$ cat config.mk
export PLATFORM = sky130hd
export DESIGN_NAME = uart_tx_sched
export DESIGN_NICKNAME = d
export VERILOG_FILES = /design/src/rtl/uart_tx_sched_pkg.sv /design/src/rtl/uart_tx_sched_rr_arbiter.sv /design/src/rtl/uart_tx_sched.sv
export SDC_FILE = /design/constraint.sdc
export NUM_CORES = 1
export LEC_CHECK = 0
export CORE_MARGIN = 2
export CORE_UTILIZATION = 53
export CTS_CLUSTER_DIAMETER = 120
export DETAILED_ROUTE_END_ITERATION = 8
export GPL_ROUTABILITY_DRIVEN = 0
export GPL_TIMING_DRIVEN = 0
export PLACE_DENSITY = 0.95
export SLEW_MARGIN = 20
export SYNTH_ARGS = -nofsm -noshare
export SYNTH_HDL_FRONTEND = slang
export SYNTH_SLANG_ARGS = --single-unit
$ cat constraint.sdc
create_clock -name clk -period 4.2 [get_ports clk]
set_clock_uncertainty 0.2 [all_clocks]
set_input_delay 0.84 -clock clk [delete_from_list [all_inputs] [get_ports clk]]
set_output_delay 0.84 -clock clk [all_outputs]
set_load 0.02 [all_outputs]
$ cat src/rtl/uart_tx_sched_pkg.sv
// Shared definitions for the UART transmit scheduler.
//   state_t  : scheduler FSM encoding
//   BYTE_W   : width of one transmitted byte
//   cnt_w()  : counter width helper, never returns less than 1
package uart_tx_sched_pkg;

    localparam int BYTE_W = 8;

    typedef enum logic [1:0] {
        ST_IDLE = 2'b00,
        ST_LOAD = 2'b01,
        ST_WAIT = 2'b10,
        ST_GAP  = 2'b11
    } state_t;

    function automatic int cnt_w(input int n);
        return (n < 2) ? 1 : $clog2(n);
    endfunction

endpackage

$ cat src/rtl/uart_tx_sched_rr_arbiter.sv
// Combinational round-robin pick. Scans req starting at index ptr and wraps.
//   req : request vector
//   ptr : index with highest priority this cycle
//   gnt : one-hot winner (0 when no request)
//   idx : encoded winner index
//   any : at least one request present
module rr_arbiter #(
    parameter int N  = 4,
    parameter int IW = $clog2(N)
) (
    input  logic [N-1:0]  req,
    input  logic [IW-1:0] ptr,
    output logic [N-1:0]  gnt,
    output logic [IW-1:0] idx,
    output logic          any
);

    logic [2*N-1:0] dbl;
    logic [2*N-1:0] sel2;
    logic [N-1:0]   rot;
    logic [N-1:0]   rot_oh;

    always_comb begin
        // rotate so that req[ptr] lands at bit 0, take the lowest set bit,
        // then rotate the winner back into place
        dbl    = {req, req} >> ptr;
        rot    = dbl[N-1:0];
        rot_oh = rot & (~rot + 1'b1);
        sel2   = {{N{1'b0}}, rot_oh} << ptr;
        gnt    = sel2[N-1:0] | sel2[2*N-1:N];
        any    = |req;
        idx    = '0;
        for (int i = 0; i < N; i++) begin
            if (gnt[i]) idx = IW'(i);
        end
    end

endmodule

$ cat src/rtl/uart_tx_sched.sv
// Round-robin scheduler sharing one byte-level UART transmitter among NREQ
// requesters. The grant is held for a whole frame; each byte waits for the
// transmitter's tx_done. Frames are separated by GAP_CYC idle cycles, and a
// frame whose owner holds valid low for STALL_MAX cycles is aborted.
//   clk, reset          : clock, asynchronous active-low reset
//   req_valid/data/last : per-requester byte stream (data byte i at [8i+7:8i])
//   req_ready           : byte accepted (only the granted requester, only in LOAD)
//   grant               : one-hot frame owner, 0 when idle
//   tx_data, tx_start   : byte and launch pulse to the transmitter
//   tx_done             : transmitter finished the current byte
//   abort               : one-cycle pulse when a stalled frame is dropped
//
// state | meaning
// IDLE  | arbitrate among valid requesters
// LOAD  | granted requester may hand over its next byte
// WAIT  | byte on the line, waiting for tx_done
// GAP   | forced idle time between frames
module uart_tx_sched
    import uart_tx_sched_pkg::*;
#(
    parameter int NREQ      = 4,
    parameter int GAP_CYC   = 16,
    parameter int STALL_MAX = 1024
) (
    input  logic                   clk,
    input  logic                   reset,
    input  logic [NREQ-1:0]        req_valid,
    input  logic [BYTE_W*NREQ-1:0] req_data,
    input  logic [NREQ-1:0]        req_last,
    output logic [NREQ-1:0]        req_ready,
    output logic [NREQ-1:0]        grant,
    output logic [BYTE_W-1:0]      tx_data,
    output logic                   tx_start,
    input  logic                   tx_done,
    output logic                   abort
);

    localparam int IW = $clog2(NREQ);
    localparam int SW = cnt_w(STALL_MAX);
    localparam int GW = cnt_w(GAP_CYC + 1);
    localparam logic [SW-1:0] STALL_TC = SW'(STALL_MAX - 1);
    localparam logic [GW-1:0] GAP_TC   = GW'((GAP_CYC == 0) ? 0 : GAP_CYC - 1);

    state_t              state_q, state_d;
    logic [NREQ-1:0]     grant_q, grant_d;
    logic [IW-1:0]       idx_q, idx_d;
    logic [IW-1:0]       rr_ptr_q, rr_ptr_d;
    logic [BYTE_W-1:0]   tx_data_q, tx_data_d;
    logic                tx_start_q, tx_start_d;
    logic                last_q, last_d;
    logic                abort_q, abort_d;
    logic [SW-1:0]       stall_q, stall_d;
    logic [GW-1:0]       gap_q, gap_d;

    logic [NREQ-1:0]     arb_gnt;
    logic [IW-1:0]       arb_idx;
    logic                arb_any;
    logic                g_valid;
    logic                g_last;
    logic [BYTE_W-1:0]   g_data;
    logic [IW-1:0]       next_ptr;

    rr_arbiter #(.N(NREQ), .IW(IW)) u_arb (
        .req (req_valid),
        .ptr (rr_ptr_q),
        .gnt (arb_gnt),
        .idx (arb_idx),
        .any (arb_any)
    );

    // only the owner's lines are ever looked at during a frame
    always_comb begin
        g_valid = 1'b0;
        g_last  = 1'b0;
        g_data  = '0;
        for (int i = 0; i < NREQ; i++) begin
            if (grant_q[i]) begin
                g_valid = req_valid[i];
                g_last  = req_last[i];
                g_data  = req_data[i*BYTE_W +: BYTE_W];
            end
        end
    end

    assign next_ptr = (idx_q == IW'(NREQ - 1)) ? '0 : idx_q + 1'b1;

    always_comb begin
        state_d    = state_q;
        grant_d    = grant_q;
        idx_d      = idx_q;
        rr_ptr_d   = rr_ptr_q;
        tx_data_d  = tx_data_q;
        tx_start_d = 1'b0;
        last_d     = last_q;
        abort_d    = 1'b0;
        stall_d    = stall_q;
        gap_d      = gap_q;
        req_ready  = '0;
        case (state_q)
            ST_IDLE: begin
                if (arb_any) begin
                    grant_d = arb_gnt;
                    idx_d   = arb_idx;
                    stall_d = '0;
                    state_d = ST_LOAD;
                end
            end
            ST_LOAD: begin
                req_ready = grant_q & req_valid;
                if (g_valid) begin
                    tx_data_d  = g_data;
                    tx_start_d = 1'b1;
                    last_d     = g_last;
                    stall_d    = '0;
                    state_d    = ST_WAIT;
                end else if (stall_q == STALL_TC) begin
                    abort_d  = 1'b1;
                    grant_d  = '0;
                    rr_ptr_d = next_ptr;
                    gap_d    = '0;
                    state_d  = ST_GAP;
                end else begin
                    stall_d = stall_q + 1'b1;
                end
            end
            ST_WAIT: begin
                // a done coinciding with our own start cannot belong to this byte
                if (tx_done && !tx_start_q) begin
                    if (last_q) begin
                        grant_d  = '0;
                        rr_ptr_d = next_ptr;
                        gap_d    = '0;
                        state_d  = ST_GAP;
                    end else begin
                        state_d = ST_LOAD;
                    end
                end
            end
            ST_GAP: begin
                if (GAP_CYC == 0 || gap_q == GAP_TC) begin
                    state_d = ST_IDLE;
                end else begin
                    gap_d = gap_q + 1'b1;
                end
            end
            default: state_d = ST_IDLE;
        endcase
    end

    always_ff @(posedge clk or negedge reset) begin
        if (!reset) begin
            state_q    <= ST_IDLE;
            grant_q    <= '0;
            idx_q      <= '0;
            rr_ptr_q   <= '0;
            tx_data_q  <= '0;
            tx_start_q <= 1'b0;
            last_q     <= 1'b0;
            abort_q    <= 1'b0;
            stall_q    <= '0;
            gap_q      <= '0;
        end else begin
            state_q    <= state_d;
            grant_q    <= grant_d;
            idx_q      <= idx_d;
            rr_ptr_q   <= rr_ptr_d;
            tx_data_q  <= tx_data_d;
            tx_start_q <= tx_start_d;
            last_q     <= last_d;
            abort_q    <= abort_d;
            stall_q    <= stall_d;
            gap_q      <= gap_d;
        end
    end

    assign grant    = grant_q;
    assign tx_data  = tx_data_q;
    assign tx_start = tx_start_q;
    assign abort    = abort_q;

endmodule

==> impl_metrics.py, run 1 <==
metrics = {
    "timing": {
        "final_max_slew_viol_count": 0,
        "fmaxAchievable_mhz": 300.6,
        "hold_slack_ns": 0.2748,
        "worst_slew_pin_slew_ns": 0.7302,
        "rsz0062_at_grt": "false",
        "setup_slack_ns": 0.8728,
        "final-setup-viol-count": 0,
        "tns_ns": 0,
        "hold_violations": 0,
        "finalCritPeriodShare_pct": 79.22,
        "final.min_clock_period_ns": 3.327,
        "relSlewSlack_pct": 50.87,
    },
    "drt": {
        "dr.first_iter.drc_count": 92,
        "routed_wl_um": 5985,
        "viasPerCell": 6.067,
        "wl_per_cell_um": 16.05,
        "dr_total_vias": 2263,
        "final_antenna_net_count": 0,
        "drc_errors": 0,
        "dr.pass1.iters": 4,
    },
    "synth": {
        "yosysSeqAreaShare_pct": 38.98,
        "syn_nets": 305,
        "yosysUniqueCellTypes": 54,
        "syn_inst": 253,
        "synth_ff_type": "dfrtp_1",
        "yosys_warnings": 0,
        "synth_area_mm2": 0.002311,
        "syn_avg_cell_area_um2": 9.134,
        "synthArstFlopShare_pct": 100.0,
        "synth_edf_count": 0,
        "synth-seq-cells": 36,
    },
    "clocking": {
        "hold_buffers": 0,
        "cts_setup_buffers": 0,
        "cts_max_level": 2,
        "path_clk_slew_ns": 0.07,
        "cts_resized": 0,
        "clock_latency_ns": 0.28,
        "numCtsBuffers": 5,
        "cts_tree": "built",
        "clk_root_buffer_cell": "clkbuf_8",
        "clock-sinks": 36,
        "cts_buffer_depth": 2,
    },
    "critical_path": {
        "critical_path.max_fanout": 8,
        "worstSetupStartpointType": "input port",
        "crit_chain": "clkdlybuf4s50_1 -> and3_1 -> clkdlybuf4s50_1",
        "reg2regPathDepth": 7,
        "crit_path_frequent_cell": "clkdlybuf4s50_1",
        "critPathBufInv": 2,
        "critPathSlowestCell": "clkdlybuf4s50_1",
        "critPathTopFamily": "buffers and inverters",
        "reg2reg_to": "stall_q[0]",
        "critPathRequiredTime_ns": 3.16,
        "rr_startpoint": "state_q[1]",
        "r2r_slack_ns": 1.68,
        "path_class": "in2out",
        "cpPeakStageDelay_ns": 0.62,
        "cp-end-kind": "output pin",
        "arrival_ns": 2.29,
    },
    "finish": {
        "area_growth_pct": 33.13,
        "drive_above_1_share_pct": 12.15,
        "regArea_um2": 900.9,
        "nNetsFinal": 373,
        "post-route-util_pct": 72.15,
        "n_fill_cell": 291,
        "antennaDiodeCount": 0,
        "multi_input_area_mm2": 0.001314,
    },
    "worst_hold_path": {
        "hp-class": "in2async",
    },
    "floorplanning": {
        "core_mm2": 0.004264,
        "fp.dieW_um": 70.03,
        "start_util_pct": 54.20,
        "die-area_mm2": 0.004904,
        "rows": 24,
        "num_io_pins": 61,
        "die_h_um": 70.03,
    },
    "global_route": {
        "grt.total_usage_pct": 25.63,
        "antenna_found_initial": 0,
        "grt_start_max_net_pins": 23,
        "grt_pass1_wl_um": 10160,
        "first_global_vias": 2284,
        "grt_remaining_overflow": 0,
    },
    "status": {
        "status": "complete, no violations",
    },
    "placed_design": {
        "dpl.hpwl_um": 4593,
        "io_buffer_count": 60,
        "post-place-ws_ns": 0.8904,
    },
    "pwr": {
        "cellLeakagePower_nw": 1.303,
        "ir_drop_mv": 0.4483,
        "p_per_area_mw_per_mm2": 612.8,
        "p_total_mw": 1.885,
    },
    "job": {
        "drv_cap": 0,
    },
}
## worst max path at each step
stage | startpoint | to | slack, ns | cells after the start
floorplan | req_valid[0] | grant[0] | 1.80 | 5
CTS | req_valid[3] | req_ready[3] | 0.88 | 3
global route | req_valid[0] | req_ready[0] | 0.80 | 3
detailed placement | req_valid[3] | req_ready[3] | 0.89 | 3
global placement | req_valid[2] | req_ready[2] | 0.90 | 3
finish | req_valid[3] | req_ready[3] | 0.87 | 3
## worst register-to-register path: stages, from the launching register on
cell and delay, ns:
dfrtp_1 0.44, inv_1 0.13, ha_1 0.23, buf_2 0.27, nor2_1 0.08, a21oi_1 0.48
o21ai_0 0.27, mux2_2 0.32
## layer usage
metal	GRT usage, %	share of wire (%)	wire (um)
met3	5.195	4.5	271
met1	31.59	42	2511
met4	10.90	3.1	184
met5	0	0	0
met2	43.60	50	3017
## kinds of logic (layout without fill, tap and decap cells)
| group | after synthesis | after routing | synth area share [%] |
|---|---|---|---|
| multiplexers | 9 | 9 | 4.386 |
| flip-flops | 36 | 36 | 38.98 |
| AO/OA/AOI/OAI | 81 | 81 | 25.39 |
| adder cells (fa/ha/maj) | 9 | 9 | 4.873 |
| buffers and inverters | 20 | 88 | 4.169 |
| AND/OR/NAND/NOR | 98 | 98 | 22.20 |
## layout by cell type, fill, tap and decap left out, drive strengths merged, types with 2 or more instances in the layout
master / count
a211oi: 4
a21o: 4
a21oi: 21
a221oi: 10
a22o: 5
a31oi: 2
a41oi: 3
and3: 7
buf: 8
clkbuf: 10
clkdlybuf4s50: 59
dfrtp: 36
ha: 9
inv: 10
mux2: 9
nand2: 24
nand2b: 2
nand3: 8
nand3b: 3
nand4: 2
nor2: 23
nor2b: 10
nor3: 10
nor3b: 2
nor4: 2
o21ai: 21
o31a: 2
## synth_stat cells (all sizes together) (5+ instances only)
library cell | n | share of area, %
mux2 | 9 | 4.4
nor2 | 23 | 3.7
and3 | 7 | 2.2
nand2 | 24 | 3.9
buf | 6 | 1.9
a21oi | 21 | 4.5
dfrtp | 36 | 39
a22o | 5 | 1.9
a221oi | 10 | 4.8
nor3 | 10 | 2.2
ha | 9 | 4.9
o21ai | 21 | 4.5
inv | 10 | 1.6
nor2b | 10 | 2.7
nand3 | 8 | 1.9
## per-stage QoR
stage | cells | instance area, um2
after detailed placement | 366 | 2999
after floorplan | 253 | 2311
final | 373 | 3077
after global placement | 365 | 2977
after global routing | 373 | 3077
after CTS | 373 | 3077
## sequential cells by signal, summed over array words and instances (netlist names)
signal    count
abort         1
gap_q         5
grant         4
idx_q         2
last_q        1
rr_ptr_q      2
stall_q      10
state_q       2
tx_data       8
tx_start      1
## layout make-up
type	count	share of cell area, %
Multi-Input combinational cell	197	42.70
Sequential cell	36	29.28
Timing Repair Buffer	61	20.25
Clock buffer	6	2.359
Tap cell	52	2.115
Buffer	10	1.911
Inverter	10	1.220
Clock inverter	1	0.1627
## power by group
part | switching (mW) | total [mW] | internal (mW) | leakage (nW)
sequential | 0.0952 | 0.535 | 0.440 | 0.479
combinational | 0.618 | 1.12 | 0.504 | 0.783
clock | 0.116 | 0.228 | 0.113 | 0.0410
Note: power is estimated with default switching activity, not from simulation.
==> run 2, diff against run 1 <==
CORE_UTILIZATION = 49   (was 53)
PLACE_DENSITY = 0.9   (was 0.95)
clock period = 3.1 ns   (was 4.2 ns; I/O delays follow)
==> run 2 against run 1 <==
- first-iteration DRC count rose by 2.2%
- design area did not move
- clock-buffer cell count stayed put
- routed wire length down 1.8%
- combinational power rose by 32%
- non-clock buffer count unchanged
- critical path depth is 2 higher
- clock power grew 39%
- sequential share of layout area did not move
- utilization decreased by 2.9 points
- critical endpoint is now req_ready[0]
- largest power group unchanged
==> impl_metrics.py, run 2 (synthesized netlist as in run 1, its figures left out) <==
metrics = {
    "status": {
        "status": "complete, no violations",
    },
    "timing": {
        "final_max_slew_viol_count": 0,
        "finalCritPeriodShare_pct": 95.40,
        "hold_violations": 0,
        "worst_slew_pin_slew_ns": 0.7555,
        "fmaxAchievable_mhz": 338.1,
        "hold_slack_ns": 0.06441,
        "rsz0062_at_grt": "false",
        "final.min_clock_period_ns": 2.957,
        "tns_ns": 0,
        "relSlewSlack_pct": 49.17,
        "final-setup-viol-count": 0,
    },
    "clocking": {
        "cts_max_level": 2,
        "path_clk_slew_ns": 0.07,
        "cts_resized": 0,
        "numCtsBuffers": 5,
        "clock-sinks": 36,
        "cts_setup_buffers": 0,
        "hold_buffers": 0,
        "clk_root_buffer_cell": "clkbuf_8",
        "cts_tree": "built",
        "clock_latency_ns": 0.29,
        "cts_buffer_depth": 2,
    },
    "finish": {
        "area_growth_pct": 33.13,
        "final_common_cell": "clkdlybuf4s50_1",
        "top_register": "stall_q",
        "largest_register_ff_count": 10,
        "antennaDiodeCount": 0,
        "nNetsFinal": 373,
        "drive_above_1_share_pct": 12.15,
        "n_fill_cell": 355,
        "layout_common_cells": "clkdlybuf4s50_1, dfrtp_1, nand2_1",
    },
    "floorplanning": {
        "die_h_um": 72.68,
        "num_io_pins": 61,
        "core_mm2": 0.004444,
        "start_util_pct": 52.00,
        "die-area_mm2": 0.005282,
        "fp.dieW_um": 72.68,
        "rows": 24,
    },
    "drt": {
        "viasPerCell": 5.933,
        "drc_errors": 0,
        "final_antenna_net_count": 0,
        "wl_per_cell_um": 15.76,
        "routed_wl_um": 5878,
        "dr_total_vias": 2213,
        "dr.pass1.iters": 4,
        "dr.first_iter.drc_count": 94,
    },
    "pwr": {
        "p_clk_share_pct": 12.6,
        "p_sw_share_pct": 43.31,
        "p_switching_mw": 1.091,
        "ir_drop_mv": 0.5060,
        "cellLeakagePower_nw": 1.303,
        "intPower_mw": 1.429,
        "p_total_mw": 2.520,
        "pwr-share-comb_pct": 58.9,
        "p_per_area_mw_per_mm2": 819.1,
        "seq_power_share_pct": 28.6,
    },
    "critical_path": {
        "reg2regPathDepth": 7,
        "crit_end": "req_ready[0]",
        "arrival_ns": 2.14,
        "path_class": "reg2out",
        "cp-end-kind": "output pin",
        "rr_startpoint": "state_q[1]",
        "r2r_slack_ns": 0.56,
        "critical_path.max_fanout": 10,
        "critPathRequiredTime_ns": 2.28,
        "critPathLaunch": "state_q[1]",
        "worstSetupStartpointType": "register",
        "reg2reg_to": "stall_q[0]",
    },
    "global_route": {
        "grt_start_max_net_pins": 21,
        "first_global_vias": 2202,
        "grt_pass1_wl_um": 9798,
        "antenna_found_initial": 0,
        "grt_remaining_overflow": 0,
        "grt.total_usage_pct": 23.47,
    },
    "worst_hold_path": {
        "hp-class": "in2async",
    },
    "job": {
        "drv_cap": 0,
    },
    "placed_design": {
        "io_buffer_count": 60,
        "dpl.hpwl_um": 4549,
    },
}
[run 2: power by group through the flow]
| stage | clock network (mW) | logic, mW | registers, mW |
|---|---|---|---|
| global route | 0.349 | 1.63 | 0.741 |
| finish | 0.316 | 1.48 | 0.720 |
| global placement | 0 | 1.43 | 0.721 |
| floorplan | 0 | 1.00 | 0.770 |
| CTS | 0.330 | 1.48 | 0.719 |
| detailed placement | 0 | 1.48 | 0.728 |
[run 2: worst min path at each step]
stage / start / depth (start not counted) / end / slack [ns]
after floorplan: reset / 0 / abort / 0.12
after global placement: tx_data[4] / 2 / tx_data[4] / 0.26
after detailed placement: tx_data[1] / 2 / tx_data[1] / 0.27
after CTS: reset / 1 / tx_data[3] / 0.06
after global routing: reset / 1 / tx_data[3] / 0.08
final: reset / 1 / tx_data[3] / 0.06
[run 2: per-stage QoR]
stage	cells	worst slack (ns)	instance area, um2	util [%]
global placement	365	0.08973	2977	66.98
global route	373	0.02646	3077	69.23
detailed placement	366	0.04785	2999	67.48
floorplan	253	0.9212	2311	-
finish	373	0.1426	3077	69.23
CTS	373	0.1328	3077	69.23
[run 2: routing by layer]
metal | global-route usage (%) | wire, um | vias to the layer above
met5 | 0 | 0 | -
met4 | 9.877 | 131 | 0
met3 | 4.420 | 320 | 11
met2 | 40.10 | 3032 | 73
met1 | 29.00 | 2394 | 1053
li1 | - | - | 1076
[run 2: area by class of cell]
cell class                 count  area, um2  share of cell area, %
buffer                        10      58.81                  1.911
clock buffer                   6      72.57                  2.359
clock inverter                 1      5.005                 0.1627
inverter                      10      37.54                  1.220
multi-input combinational    197       1314                  42.70
sequential                    36      900.9                  29.28
tap                           52      65.06                  2.115
timing repair buffer          61      623.1                  20.25
[run 2: critical path: stages (launching register included)]
cell and delay, ns:
dfrtp_1 0.45, inv_1 0.12, ha_1 0.22, buf_2 0.25, and3_2 0.20, clkdlybuf4s50_1 0.60
==> run 3, diff against run 2 <==
CORE_MARGIN = 1.5   (was 2)
==> run 3 against run 2 <==
- the run now ends with design-rule violations left
- sequential power rose by 0.8%
- total power rose by 13%
- via count rose by 3.6%
- first-iteration DRC count rose by 60%
- non-clock buffer count did not move
- utilization rose by 1.8 points
==> impl_metrics.py, run 3 (synthesized netlist as in run 1, its figures left out) <==
metrics = {
    "placed_design": {
        "post-place-ws_ns": 0.03651,
        "placed_area_mm2": 0.002999,
        "io_buffer_count": 60,
        "dpl.hpwl_um": 4729,
    },
    "critical_path": {
        "path_class": "reg2out",
        "arrival_ns": 2.19,
        "crit_chain": "inv_1 -> ha_1 -> buf_2 -> and3_1 -> clkdlybuf4s50_1",
        "critPathSlowestCell": "clkdlybuf4s50_1",
        "critPathRequiredTime_ns": 2.28,
        "critPathBufInv": 3,
        "cp-end-kind": "output pin",
        "worstSetupStartpointType": "register",
        "cpPeakStageDelay_ns": 0.62,
        "critPathTopFamily": "buffers and inverters",
        "critical_path.max_fanout": 10,
    },
    "pwr": {
        "p_per_area_mw_per_mm2": 897.9,
        "p_total_mw": 2.836,
        "ir_drop_mv": 0.5580,
        "cellLeakagePower_nw": 1.340,
    },
    "drt": {
        "dr_total_vias": 2293,
        "wl_per_cell_um": 17.30,
        "routed_wl_um": 6472,
        "dr.first_iter.drc_count": 150,
        "final_antenna_net_count": 0,
        "viasPerCell": 6.131,
        "dr.pass1.iters": 6,
        "drc_errors": 5,
    },
    "timing": {
        "final.min_clock_period_ns": 3.015,
        "worst_slew_pin_slew_ns": 0.7121,
        "rsz0062_at_grt": "false",
        "setup_slack_ns": 0.08515,
        "fmaxAchievable_mhz": 331.7,
        "final_max_slew_viol_count": 0,
        "final-setup-viol-count": 0,
        "tns_ns": 0,
        "relSlewSlack_pct": 52.09,
        "hold_violations": 0,
        "finalCritPeriodShare_pct": 97.25,
    },
    "clocking": {
        "cts_setup_buffers": 0,
        "cts_buffer_depth": 2,
        "numCtsBuffers": 5,
        "cts_resized": 0,
        "path_clk_slew_ns": 0.07,
        "cts_tree": "built",
        "clock-sinks": 36,
        "cts_max_level": 2,
        "clock_latency_ns": 0.30,
        "clk_root_buffer_cell": "clkbuf_8",
        "hold_buffers": 0,
    },
    "finish": {
        "largest_register_ff_count": 10,
        "drive_above_1_share_pct": 12.73,
        "final_common_cell": "clkdlybuf4s50_1",
        "nNetsFinal": 373,
        "area_growth_pct": 36.65,
        "n_fill_cell": 319,
        "layout_common_cells": "clkdlybuf4s50_1, dfrtp_1, nand2_1",
        "post-route-cell-area_mm2": 0.003158,
        "top_register": "stall_q",
        "antennaDiodeCount": 0,
    },
    "global_route": {
        "grt_pass1_wl_um": 10920,
        "grt_remaining_overflow": 0,
        "first_global_vias": 2344,
        "grt.total_usage_pct": 26.98,
        "grt_start_max_net_pins": 24,
        "antenna_found_initial": 0,
    },
    "floorplanning": {
        "num_io_pins": 61,
        "die-area_mm2": 0.005137,
        "die_h_um": 71.68,
        "fp.dieW_um": 71.68,
        "core_mm2": 0.004444,
        "start_util_pct": 52.00,
        "rows": 24,
    },
    "job": {
        "drv_cap": 0,
    },
    "worst_hold_path": {
        "hp-class": "in2async",
    },
    "status": {
        "status": "finished with violations",
        "violations": "design-rule violations",
    },
}
run 3: changes by cell type in the layout (fill, tap and decap cells not counted), sizes merged:
cell and change:
bufinv +3, clkinv -1, clkbuf -1
run 3: worst register-to-register path, stage by stage (launching register included):
cell	delay, ns
dfrtp_1	0.44
inv_1	0.14
ha_1	0.24
buf_2	0.26
nor2_1	0.08
a21oi_1	0.52
o21ai_0	0.23
mux2_2	0.31
run 3: path summary, 6_finish.rpt:
check	cells after the start	slack, ns	from	end
max in group asynchronous	2	2.25	reset	tx_data[2]
worst max-delay path	5	0.09	state_q[1]	req_ready[2]
worst min register to register	2	0.29	tx_data[7]	tx_data[7]
worst max register to register	7	0.56	state_q[1]	stall_q[0]
min in group clk	2	0.29	tx_data[7]	tx_data[7]
worst min-delay path	1	0.03	reset	stall_q[9]
run 3: final cells by class:
type	instances	area, um2	share of cell area, %
inverter	10	37.54	1.189
sequential	36	900.9	28.53
multi-input combinational	197	1314	41.60
tap	52	65.06	2.060
clock buffer	5	68.82	2.179
timing repair buffer	61	623.1	19.73
clock inverter	3	90.09	2.853
buffer	10	58.81	1.862
run 3: per-layer routing:
layer  vias to the layer above  track usage (%)  routed length (um)
met1                      1109            32.14                2605
li1                       1076                -                   -
met2                        96            46.81                3422
met5                         -                0                   0
met3                        12            5.063                 312
met4                         0            12.79                 132
run 3: power by group:
part	total, mW	switching (mW)	internal (mW)	leakage (nW)
Clock	0.579	0.176	0.402	0.0784
Combinational	1.53	0.848	0.682	0.783
Sequential	0.726	0.131	0.595	0.479
Total	2.84	1.16	1.68	1.34
run 3: through the flow:
stage / hold WS (ns) / cells / utilization (%)
finish: 0.02760 / 374 / 71.06
global route: 0.04423 / 374 / 71.06
CTS: 0.03548 / 374 / 71.06
detailed placement: 0.2756 / 366 / 67.48
global placement: 0.2647 / 365 / 66.98
floorplan: 0.1244 / 253 / -
==> edit 1: new RTL, config.mk and constraints of run 1 <==
Re-encode `state_t` (4 states) as Gray code, 2 bits wide.
--- a/src/rtl/uart_tx_sched_pkg.sv
+++ b/src/rtl/uart_tx_sched_pkg.sv
@@ -11,4 +11,4 @@
         ST_LOAD = 2'b01,
-        ST_WAIT = 2'b10,
-        ST_GAP  = 2'b11
+        ST_WAIT = 2'b11,
+        ST_GAP  = 2'b10
     } state_t;
Formal check against the unedited RTL: same outputs for any inputs over 10 cycles, from zero or initial values and one cycle with reset low; not proved beyond that.
==> edit 1 against run 1 <==
Register-to-register slack got worse by 0.10 ns; clock power increased by 37%; wire length increased by 2.2%; worst setup slack got worse by 0.088 ns; area after synthesis decreased by 1.6%; cell area decreased by 0.16%; sequential cell count unchanged; first-iteration DRC count increased by 110%; synthesized cell count increased by 1.6%; total power increased by 2.1%; die area decreased by 1.5%; hold slack improved by 0.010 ns; critical path type is now register to output pin; largest power group unchanged.
==> edit 1: results (changes against run 1) <==
Status
  • Status: completed

Placement
  • Worst slack at placement: 0.842 ns (-0.0487 ns)
  • Final HPWL from detailed placement: 4510 um (-1.8%)
  • Post-DP Area: 2960 um2 (-1.3%)
  • Placed cell count: 368 (+0.55%)

Pwr
  • Overall power: 1930 uW (+2.1%)
  • PwrDens: 627 nW/um2 (+2.3%)
  • Clk pwr share: 16.3% (+4.2 points)
  • Pleak: 0.00132 uW (+1.1%)
  • Reg power frac: 28.5% (about the same)
  • P_sw: 832 uW (+0.36%)

Final layout
  • Number of fill cells: 263 (-9.6%)
  • Non-clock buffer share: 21.8% (-0.37 points)
  • Number of non-clock inverters: 14 (+4)
  • Clock-cell share: 3.63% (+1.1 points)
  • Area occupied by multi-input gates: 1270 um2 (-3.0%)
  • Fraction of layout cells with a size suffix above 1: 7.67% (-4.5 points)

Worst setup path
  • Setup Crit Path Kind: register to output pin
  • Worst Path Arrival: 2.38 ns (+0.09 ns)
  • CP max FO: 10 (+2)

Drt
  • DR iter-0 viols: 195 (+110%)
  • Initial DRT Pass Iterations: 5 (+1)
  • Vias post-DR: 2343 (+3.5%)
  • WL met1: 2430 um (-3.1%)
  • Met3 WL: 620 um (+130%)
  • Post-DR vias/cell: 6.23 (+2.7%)

Global route
  • Largest net degree at the start of global routing: 20 (-13%)
  • M3 GR Usage: 8.58% (+3.4 points)
  • GRT Total Usage: 26.4% (+0.74 points)
  • GR Util met2: 42.9% (-0.65 points)
  • Vias in the first global route: 2235 (-2.1%)

Logic synthesis
  • Distinct cells, synth: 47 (-13%)
  • Mux contribution to synthesized area: 4.51% (+0.12 points)
  • Commonest cells in the netlist: dfrtp_1, a21oi_1, nand2_1, o21ai_0, nor2_1
  • Compound-Gate Fraction of Synth Area: 24.4% (-1.0 points)
  • Post-synthesis sequential area ratio: 39.6% (+0.62 points)
  • Mapped Cells: 257 (+1.6%)

Timing
  • Slew headroom: 51.7% (+0.88 points)

Floorplanning
  • # rows: 23 (-4.2%)
==> edit 1: cell types whose count changed in the layout (fill, tap and decap cells not counted), sizes merged, moves of 4 or more <==
| cell | delta |
|---|---|
| inv | +4 |
| o31ai | +4 |
| buf | -4 |
| nand2 | -4 |
| a21oi | +4 |
| nor3 | +5 |
| nor2 | -8 |
==> edit 1: final timing paths <==
| check | to | slack (ns) |
|---|---|---|
| min in group asynchronous | tx_data[6]$_DFFE_PN0P_ | 0.30 |
| max in group asynchronous | stall_q[4]$_DFFE_PN0P_ | 3.03 |
| worst min-delay path | tx_data[5]$_DFFE_PN0P_ | 0.29 |
| worst max register to register | stall_q[1]$_DFFE_PN0P_ | 1.58 |
| worst min register to register | tx_data[5]$_DFFE_PN0P_ | 0.29 |
| worst max-delay path | req_ready[2] | 0.78 |
==> edit 2: new RTL, flow settings as in run 1 <==
Made on the original files. The parameter `NREQ` goes from 4 to 2.
--- a/src/rtl/uart_tx_sched.sv
+++ b/src/rtl/uart_tx_sched.sv
@@ -20,3 +20,3 @@
 #(
-    parameter int NREQ      = 4,
+    parameter int NREQ      = 2,
     parameter int GAP_CYC   = 16,
Ports: changed (5 resized); port bits go from 61 to 37. The function was not compared with the original's and may differ.
==> edit 2 against run 1 <==
Via count down 28%; sequential cell count down 4; utilization down 2.1 points; wire length down 30%; worst setup slack better by 0.0074 ns; largest cell class unchanged; largest power group unchanged; area after synthesis down 20%; register-to-register slack about the same; cell area down 24%; total power down 29%; combinational power down 40%.
==> edit 2: results (changes against run 1) <==
Pwr
  • P_sw: 551 uW (-34%)
  • Worst VDD drop: 314 uV (-30%)
  • Pleak: 0.00102 uW (-22%)

Clock tree
  • Total CTS buffers: 5 (unchanged)
  • PostCTS Resize Cnt: 0 (unchanged)
  • Worst skew pair latency: 0.35 ns (+0.07 ns)
  • Postcts setup bufs: 0 (unchanged)
  • H-tree level count: 2 (unchanged)
  • Clk buf depth: 2 (unchanged)
  • Clk root buf: clkbuf_4
  • Clock Pin Slew Worst Setup and Hold Paths: 0.10 ns (+0.03 ns)

Global route
  • Vias in the first global route: 1551 (-32%)
  • GRT Total Usage: 23.0% (-2.6 points)
  • Largest net degree at the start of global routing: 33 (+43%)
  • Initial antenna violation count: 0 (unchanged)
  • First-pass GRT wire length: 7120 um (-30%)

Logic synthesis
  • Ys flop type: dfrtp_1
  • Top-area cell type share of the netlist area: 43.3% (+4.3 points)
  • Post-synthesis sequential area ratio: 43.3% (+4.3 points)
  • Commonest cells in the netlist: dfrtp_1, o21ai_0, nand2_1, inv_1, a22oi_1
  • Largest cells by area after synthesis: dfrtp_1, o21ai_0, ha_1, a22oi_1, nand2_1
  • Ys async rst share: 100% (unchanged)
  • Yosys Warn Count: 0 (unchanged)
  • Post-synthesis net count: 221 (-28%)
  • Distinct cells, synth: 47 (-13%)
  • Avg Synthesized Cell Area: 9.68 um2 (+5.9%)

Drt
  • Post-DR vias/cell: 5.77 (-5.0%)
  • WL per Instance: 14.8 um (-7.7%)
  • Initial DRT Pass Iterations: 4 (unchanged)
  • DR iter-0 viols: 93 (+1.1%)

Placement
  • Placed cell count: 273 (-25%)
  • Count of input and output buffers: 36 (-40%)
  • Final HPWL from detailed placement: 3030 um (-34%)

Final layout
  • Fraction of layout cells with a size suffix above 1: 8.94% (-3.2 points)
  • Final Non-Filler Cells: 281 (-25%)
  • Number of fill cells: 261 (-10%)
  • Largest register FFs: 10 (unchanged)
  • ANT cells: 0 (unchanged)
  • Final Net Count: 264 (-29%)
  • Largest reg by FF count: stall_q

Timing
  • Slew headroom: 53.4% (+2.5 points)

Worst setup path
  • Crit path largest cell delay: 0.62 ns (about the same)
  • CP max FO: 6 (-2)
  • CP max stage cell: clkdlybuf4s50_1
  • Worst Path Arrival: between 2 and 2.5 ns
  • Top cell family by delay on the critical path: buffers and inverters

Status
  • Status: completed

Hold path
  • Min-delay worst type: register to register
edit 2: worst reg2reg max path: stages (launching register included):
cell     delay (ns)
dfrtp_1        0.42
ha_1           0.24
and3_1         0.20
ha_1           0.19
a221o_1        0.39
or3_1          0.33
buf_6          0.14
mux2_4         0.29
edit 2: per-layer routing:
metal | track usage (%) | routed length (um) | up-vias
met2 | 37.6 | 2120 | 36
met5 | 0 | 0 | -
met1 | 28.7 | 1830 | 777
met4 | 10.8 | 54 | 0
met3 | 5.54 | 155 | 5
li1 | - | - | 802
edit 2: worst paths after layout:
path / slack (ns) / depth (start not counted) / endpoint / startpoint
worst max-delay path: 0.88 / 4 / req_ready[0] / req_valid[0]
max in group asynchronous: 3.02 / 1 / stall_q[7]$_DFFE_PN0P_ / reset
min in group asynchronous: 0.32 / 1 / gap_q[1]$_DFFE_PN0P_ / reset
worst min-delay path: 0.29 / 2 / tx_data[5]$_DFFE_PN0P_ / tx_data[5]$_DFFE_PN0P_
worst max register to register: 1.68 / 7 / gap_q[0]$_DFFE_PN0P_ / gap_q[0]$_DFFE_PN0P_
worst min register to register: 0.29 / 2 / tx_data[5]$_DFFE_PN0P_ / tx_data[5]$_DFFE_PN0P_
edit 2: area by class of cell:
type / instances / share of cell area (%)
multi-input combinational: 136 / 40.3
sequential: 32 / 34.3
timing repair buffer: 36 / 15.2
buffer: 10 / 2.46
tap: 46 / 2.46
inverter: 13 / 2.09
clock buffer: 6 / 1.77
clock inverter: 2 / 1.50
edit 2: power groups by stage:
stage | Combinational, uW | Sequential [uW] | Clock [uW]
6_report | 675 | 434 | 235
5_1_grt | 750 | 443 | 252
4_1_cts | 673 | 433 | 237
3_5_place_dp | 671 | 439 | 0
3_3_place_gp | 645 | 433 | 0
2_1_floorplan | 442 | 459 | 0
edit 2: metrics by stage:
step	setup WS [ns]	hold slack, ns	power, uW	cell area [um2]	util [%]
2_1_floorplan	1.80	0.227	901	1850	-
3_5_place_dp	0.888	0.270	1110	2260	67.8
6_report	0.880	0.291	1340	2340	70.0
3_3_place_gp	0.877	0.258	1080	2270	67.9
4_1_cts	0.883	0.293	1340	2340	70.0
5_1_grt	0.837	0.312	1450	2340	70.0
edit 2: kinds of logic (layout without fill, tap and decap cells):
| family | count (synthesis) | count (layout) | share of synthesized area, % |
|---|---|---|---|
| adders and majority gates | 7 | 7 | 4.74 |
| buffers and inverters | 23 | 67 | 5.75 |
| muxes | 6 | 6 | 3.72 |
| DFF | 32 | 32 | 43.3 |
| and+or+nand+nor | 59 | 59 | 17.0 |
| AOI/OAI and AO/OA | 64 | 64 | 25.5 |
